`src/rtl/red_mul_pipe.sv`:
```
// red_mul_pipe: pipelined modular multiplier, result = (a*b) mod Q by Barrett
// reduction with K = 2W and MU = floor(2^K / Q).
// Four stages with per-stage valid and elastic stalls:
//   S1 multiply, S2 quotient estimate, S3 remainder, S4 final correction.
// Optional build macro RED_MUL_RANGE_CHECK_EN adds err_o. The flag marks
// operands >= Q and forces that operation's result to zero.
module red_mul_pipe #(
  parameter int unsigned Q     = 8380417,
  parameter int unsigned W     = 23,
  parameter int unsigned TAG_W = 8
) (
  input  logic             clk_i,
  input  logic             rst_ni,
  input  logic             in_valid_i,
  output logic             in_ready_o,
  input  logic [W-1:0]     a_i,
  input  logic [W-1:0]     b_i,
  input  logic [TAG_W-1:0] tag_i,
  output logic             out_valid_o,
  input  logic             out_ready_i,
  output logic [W-1:0]     result_o,
  output logic [TAG_W-1:0] tag_o
`ifdef RED_MUL_RANGE_CHECK_EN
  ,
  output logic             err_o
`endif
);

  localparam int unsigned K   = 2 * W;
  localparam int unsigned KW  = K + 1;
  localparam int unsigned PW  = 2 * W;
  localparam int unsigned RW  = W + 2;
  localparam int unsigned MPW = PW + KW;

  localparam logic [KW-1:0] MU  = KW'((64'd1 << K) / 64'(Q));
  localparam logic [RW-1:0] Q_R = RW'(Q);
`ifdef RED_MUL_RANGE_CHECK_EN
  localparam logic [W-1:0]  Q_W = W'(Q);
`endif

  // Stage registers
  logic             s1_v_q, s1_v_d;
  logic [PW-1:0]    s1_p_q, s1_p_d;
  logic [TAG_W-1:0] s1_tag_q, s1_tag_d;
  logic             s2_v_q, s2_v_d;
  logic [RW-1:0]    s2_p_q, s2_p_d;
  logic [RW-1:0]    s2_t_q, s2_t_d;
  logic [TAG_W-1:0] s2_tag_q, s2_tag_d;
  logic             s3_v_q, s3_v_d;
  logic [RW-1:0]    s3_r_q, s3_r_d;
  logic [TAG_W-1:0] s3_tag_q, s3_tag_d;
  logic             s4_v_q, s4_v_d;
  logic [W-1:0]     s4_r_q, s4_r_d;
  logic [TAG_W-1:0] s4_tag_q, s4_tag_d;
`ifdef RED_MUL_RANGE_CHECK_EN
  logic             s1_err_q, s1_err_d;
  logic             s2_err_q, s2_err_d;
  logic             s3_err_q, s3_err_d;
  logic             s4_err_q, s4_err_d;
`endif

  // Per-stage ready: a stage may load when empty or when it drains this cycle
  logic          s1_rdy, s2_rdy, s3_rdy, s4_rdy;
  logic [RW-1:0] red1, red2;

  // Ready chain and next-state for every stage
  always_comb begin
    s4_rdy   = !s4_v_q || out_ready_i;
    s3_rdy   = !s3_v_q || s4_rdy;
    s2_rdy   = !s2_v_q || s3_rdy;
    s1_rdy   = !s1_v_q || s2_rdy;

    s1_v_d   = s1_v_q;
    s1_p_d   = s1_p_q;
    s1_tag_d = s1_tag_q;
    s2_v_d   = s2_v_q;
    s2_p_d   = s2_p_q;
    s2_t_d   = s2_t_q;
    s2_tag_d = s2_tag_q;
    s3_v_d   = s3_v_q;
    s3_r_d   = s3_r_q;
    s3_tag_d = s3_tag_q;
    s4_v_d   = s4_v_q;
    s4_r_d   = s4_r_q;
    s4_tag_d = s4_tag_q;
`ifdef RED_MUL_RANGE_CHECK_EN
    s1_err_d = s1_err_q;
    s2_err_d = s2_err_q;
    s3_err_d = s3_err_q;
    s4_err_d = s4_err_q;
`endif

    // r < 3Q, so two conditional subtracts land in [0, Q-1]
    red1 = (s3_r_q >= Q_R) ? (s3_r_q - Q_R) : s3_r_q;
    red2 = (red1 >= Q_R) ? (red1 - Q_R) : red1;

    // S1: full product
    if (s1_rdy) begin
      s1_v_d = in_valid_i;
      if (in_valid_i) begin
        s1_p_d   = PW'(a_i) * PW'(b_i);
        s1_tag_d = tag_i;
`ifdef RED_MUL_RANGE_CHECK_EN
        s1_err_d = (a_i >= Q_W) || (b_i >= Q_W);
`endif
      end
    end

    // S2: quotient estimate; only the low RW bits of p are needed afterwards
    if (s2_rdy) begin
      s2_v_d = s1_v_q;
      if (s1_v_q) begin
        s2_t_d   = RW'((MPW'(s1_p_q) * MPW'(MU)) >> K);
        s2_p_d   = RW'(s1_p_q);
        s2_tag_d = s1_tag_q;
`ifdef RED_MUL_RANGE_CHECK_EN
        s2_err_d = s1_err_q;
`endif
      end
    end

    // S3: remainder, exact modulo 2^RW since the true value is below 3Q
    if (s3_rdy) begin
      s3_v_d = s2_v_q;
      if (s2_v_q) begin
        s3_r_d   = s2_p_q - (s2_t_q * Q_R);
        s3_tag_d = s2_tag_q;
`ifdef RED_MUL_RANGE_CHECK_EN
        s3_err_d = s2_err_q;
`endif
      end
    end

    // S4: final correction, held while downstream stalls
    if (s4_rdy) begin
      s4_v_d = s3_v_q;
      if (s3_v_q) begin
`ifdef RED_MUL_RANGE_CHECK_EN
        s4_r_d   = s3_err_q ? '0 : W'(red2);
        s4_err_d = s3_err_q;
`else
        s4_r_d   = W'(red2);
`endif
        s4_tag_d = s3_tag_q;
      end
    end
  end

  // Pipeline registers, cleared on reset so outputs and in-flight work drop
  always_ff @(posedge clk_i or negedge rst_ni) begin
    if (!rst_ni) begin
      s1_v_q   <= 1'b0;
      s1_p_q   <= '0;
      s1_tag_q <= '0;
      s2_v_q   <= 1'b0;
      s2_p_q   <= '0;
      s2_t_q   <= '0;
      s2_tag_q <= '0;
      s3_v_q   <= 1'b0;
      s3_r_q   <= '0;
      s3_tag_q <= '0;
      s4_v_q   <= 1'b0;
      s4_r_q   <= '0;
      s4_tag_q <= '0;
`ifdef RED_MUL_RANGE_CHECK_EN
      s1_err_q <= 1'b0;
      s2_err_q <= 1'b0;
      s3_err_q <= 1'b0;
      s4_err_q <= 1'b0;
`endif
    end else begin
      s1_v_q   <= s1_v_d;
      s1_p_q   <= s1_p_d;
      s1_tag_q <= s1_tag_d;
      s2_v_q   <= s2_v_d;
      s2_p_q   <= s2_p_d;
      s2_t_q   <= s2_t_d;
      s2_tag_q <= s2_tag_d;
      s3_v_q   <= s3_v_d;
      s3_r_q   <= s3_r_d;
      s3_tag_q <= s3_tag_d;
      s4_v_q   <= s4_v_d;
      s4_r_q   <= s4_r_d;
      s4_tag_q <= s4_tag_d;
`ifdef RED_MUL_RANGE_CHECK_EN
      s1_err_q <= s1_err_d;
      s2_err_q <= s2_err_d;
      s3_err_q <= s3_err_d;
      s4_err_q <= s4_err_d;
`endif
    end
  end

  assign in_ready_o  = s1_rdy;
  assign out_valid_o = s4_v_q;
  assign result_o    = s4_r_q;
  assign tag_o       = s4_tag_q;
`ifdef RED_MUL_RANGE_CHECK_EN
  assign err_o       = s4_err_q;
`endif

endmodule

```
`config.mk`:
```
export PLATFORM = sky130hd
export DESIGN_NAME = red_mul_pipe
export DESIGN_NICKNAME = d
export VERILOG_FILES = /design/src/rtl/red_mul_pipe.sv
export SDC_FILE = /design/constraint.sdc
export NUM_CORES = 2
export LEC_CHECK = 0
export BUFFER_PORTS_ARGS = -buffer_cell sky130_fd_sc_hd__buf_4
export CAP_MARGIN = 15
export CORE_UTILIZATION = 65
export CTS_CLUSTER_DIAMETER = 80
export DETAILED_ROUTE_END_ITERATION = 8
export PLACE_DENSITY = 0.8
export SLEW_MARGIN = 20
export SYNTH_ARGS = -nofsm -noshare
export SYNTH_HDL_FRONTEND = slang
export SYNTH_SLANG_ARGS = --single-unit
```
`constraint.sdc`:
```
create_clock -name clk_i -period 10.37 [get_ports clk_i]
set_input_delay 2.074 -clock clk_i [delete_from_list [all_inputs] [get_ports clk_i]]
set_output_delay 2.074 -clock clk_i [all_outputs]
set_load 0.1 [all_outputs]
```
==> impl_metrics.tcl <==
set metrics [dict create \
    htree_levels 4 \
    cts_hold_buf 0 \
    ys_ff_latch 179 \
    outcome "finished clean" \
    fmax_mhz 112.6 \
    ys.flop_type "dfrtp_1" \
    n_antenna_cell 0 \
    pin_count 91 \
    die_h_microns 236.5 \
    synth_top_family_by_area "adder cells" \
    synth_edf_count 0 \
    synth_warnings 0 \
    slowest_delay_ps 680 \
    worst-path-buf-inv 5 \
    cts.sink_count 179 \
    synthMuxAreaShare_pct 1.320 \
    first_global_vias 27730 \
    antenna_found_initial 0 \
    tns_ps 0 \
    synthCells 3881 \
    ctsLongestPathBuffers 2 \
    crit_fanout 23 \
    crit_family "adder cells" \
    synth.most_common_cell "inv_1" \
    row_count 85 \
    insertion_delay_ps 490 \
    drtAntennaViolNets 0 \
    port_buffers 90 \
    grt_overflow 0 \
    core-area_sq_um 54030 \
    drt-met1-wl_microns 32820 \
    placed_area_sq_um 36720 \
    drt-wirelength-per-cell_microns 18.12 \
    firstDrtPassIters 6 \
    finalWirelength_microns 82440 \
    yosysSeqAreaShare_pct 12.53 \
    slew_headroom_pct 30.44 \
    yosys.area_share.adder_pct 50.84 \
    worstPathRequired_ps 10700 \
    critPathLaunchType "primary input" \
    cts_buffers 17 \
    path_clk_slew_ps 70 \
    synth_xor_area_share_pct 3.112 \
    synth.area.top_cells "fa_1, ha_1, dfrtp_1" \
    fin_cells 4549 \
    drv_cap 0 \
    synth_top_area_share_pct 33.72 \
    wl_met2_microns 41220 \
    min_period_ps 8877 \
    top_layer "met4" \
    grtUsageTotal_pct 31.28 \
    min_period_over_period_pct 85.60 \
    cts_tree "yes" \
    area_growth_pct 4.502 \
    drcViolationCount 0 \
    postCtsSetupBuffers 0 \
    synth_area_sq_um 35740 \
    synth-simple-area-share_pct 13.71 \
    tightest_slew_ps 1040 \
    viasPerCell 5.740 \
    place.gp.congestion 0.9172 \
    crit_top_cell "fa_1" \
    hpwl_microns 67350 \
    die_w_microns 236.5 \
    skew_ps 12.02 \
    hold_viol_final 0 \
    yosysUniqueCellTypes 87 \
    start_util_pct 66.15 \
    synthTopCellsByCount "inv_1, fa_1, nand2_1" \
    hold_path_class "flop to flop" \
    slowest_stage "a211oi_1" \
    grt_max_degree 89 \
    syn_avg_cell_area_sq_um 9.209 \
    rsz0062_at_grt "false" \
    cts_resized 0 \
    grt_first_pass_wirelength_microns 138200 \
    drive_gt1_share_pct 5.346 \
    crit_path_end_kind "flop" \
    drt_iter0_drc 1684 \
    hold_ws_ps 476.6 \
    place_inst 4517 \
    async_reset_ff_share_pct 100.0 \
    yosysTopAreaCell "fa_1" \
    die_area_sq_um 55930 \
    crit_type "primary input to flop" \
    worstPathArrival_ps 9210 \
    slew_violations 0 \
    setup_violations 0 \
    cts-root-buf "clkbuf_16" \
    synth-compound-area-share_pct 8.472 \
    finish.instance_area_sq_um 37350 \
    mappedNetlistNets 5030 \
    wl_met3_microns 5506 \
    fillers 4107 \
    nets 4989 \
    vias 26110 \
]
## final timing paths
path	from	end	slack [ps]	cells past startpoint
max in group asynchronous	rst_ni	s1_p_q[45]$_DFFE_PN0P_	7600	2
min in group asynchronous	rst_ni	s3_r_q[16]$_DFFE_PN0P_	1520	1
max	b_i[8]	s1_p_q[43]$_DFFE_PN0P_	1490	25
min	s1_tag_q[6]$_DFFE_PN0P_	s2_tag_q[6]$_DFFE_PN0P_	480	2
min reg2reg	s1_tag_q[6]$_DFFE_PN0P_	s2_tag_q[6]$_DFFE_PN0P_	480	2
max reg2reg	s2_t_q[0]$_DFFE_PN0P_	s3_r_q[24]$_DFFE_PN0P_	4140	17
## stage by stage
step                utilization, %  setup slack, ps
finish                       69.13             1493
global route                 69.13             1103
CTS                          69.13             1578
detailed placement           67.97             1082
global placement             67.97             1250
floorplan                        -             1695
## metal layers
| metal | track usage (%) | up-vias |
|---|---|---|
| li1 | - | 12020 |
| met2 | 53.86 | 900 |
| met4 | 11.75 | 0 |
| met5 | 0 | - |
| met3 | 5.036 | 211 |
| met1 | 39.75 | 12980 |
## cells by family (layout without fill, tap and decap cells)
| family | Yosys count | after routing |
|---|---|---|
| flops | 179 | 179 |
| mux | 42 | 42 |
| buf+inv | 944 | 916 |
| fa+ha+maj | 1091 | 1091 |
| simple gates | 1017 | 1017 |
| compound gates | 481 | 481 |
| xor+xnor | 127 | 127 |
## flip-flops by register name, indices dropped and copies added, names as in the netlist
signal and cells:
out_valid_o 1, result_o 23, s1_p_q 46, s1_tag_q 8, s1_v_q 1, s2_p_q 25, s2_t_q 24, s2_tag_q 8
s2_v_q 1, s3_r_q 25, s3_tag_q 8, s3_v_q 1, tag_o 8
## layout make-up
cell class	count	area (sq um)	area share, %
Timing Repair Buffer	94	709.4	1.899
Multi-Input combinational cell	2758	27700	74.16
Sequential cell	179	4479	11.99
Clock buffer	18	439.2	1.176
Clock inverter	14	185.2	0.4958
Tap cell	696	870.8	2.332
Inverter	790	2965	7.940
## worst min-delay path, stage by stage, from the launching register on
cell and delay [ps]:
dfrtp_1 340, nand2_1 50, nand2_1 50
## layout by cell type (no fill, tap or decap), types with 11 or more instances in the layout
cell type and instances:
a31oi_1 13, and2_1 234, nor3_1 32, nor2_1 74, clkbuf_16 17, o21a_1 14
xor2_1 44, o21bai_1 11, nand2b_1 14, nand4_1 16, nand3_1 33, o211ai_1 12
buf_4 93, dfrtp_1 179, a21oi_1 104, xnor2_1 83, nand2_1 524, ha_1 489
fa_1 602, inv_1 790, mux2_2 37, a211oi_1 15, o21ai_0 179, a21o_1 52
Power is left out: the tool's default activity adds up to more than one toggle a clock period on the data nets, which glitch-free logic cannot reach.
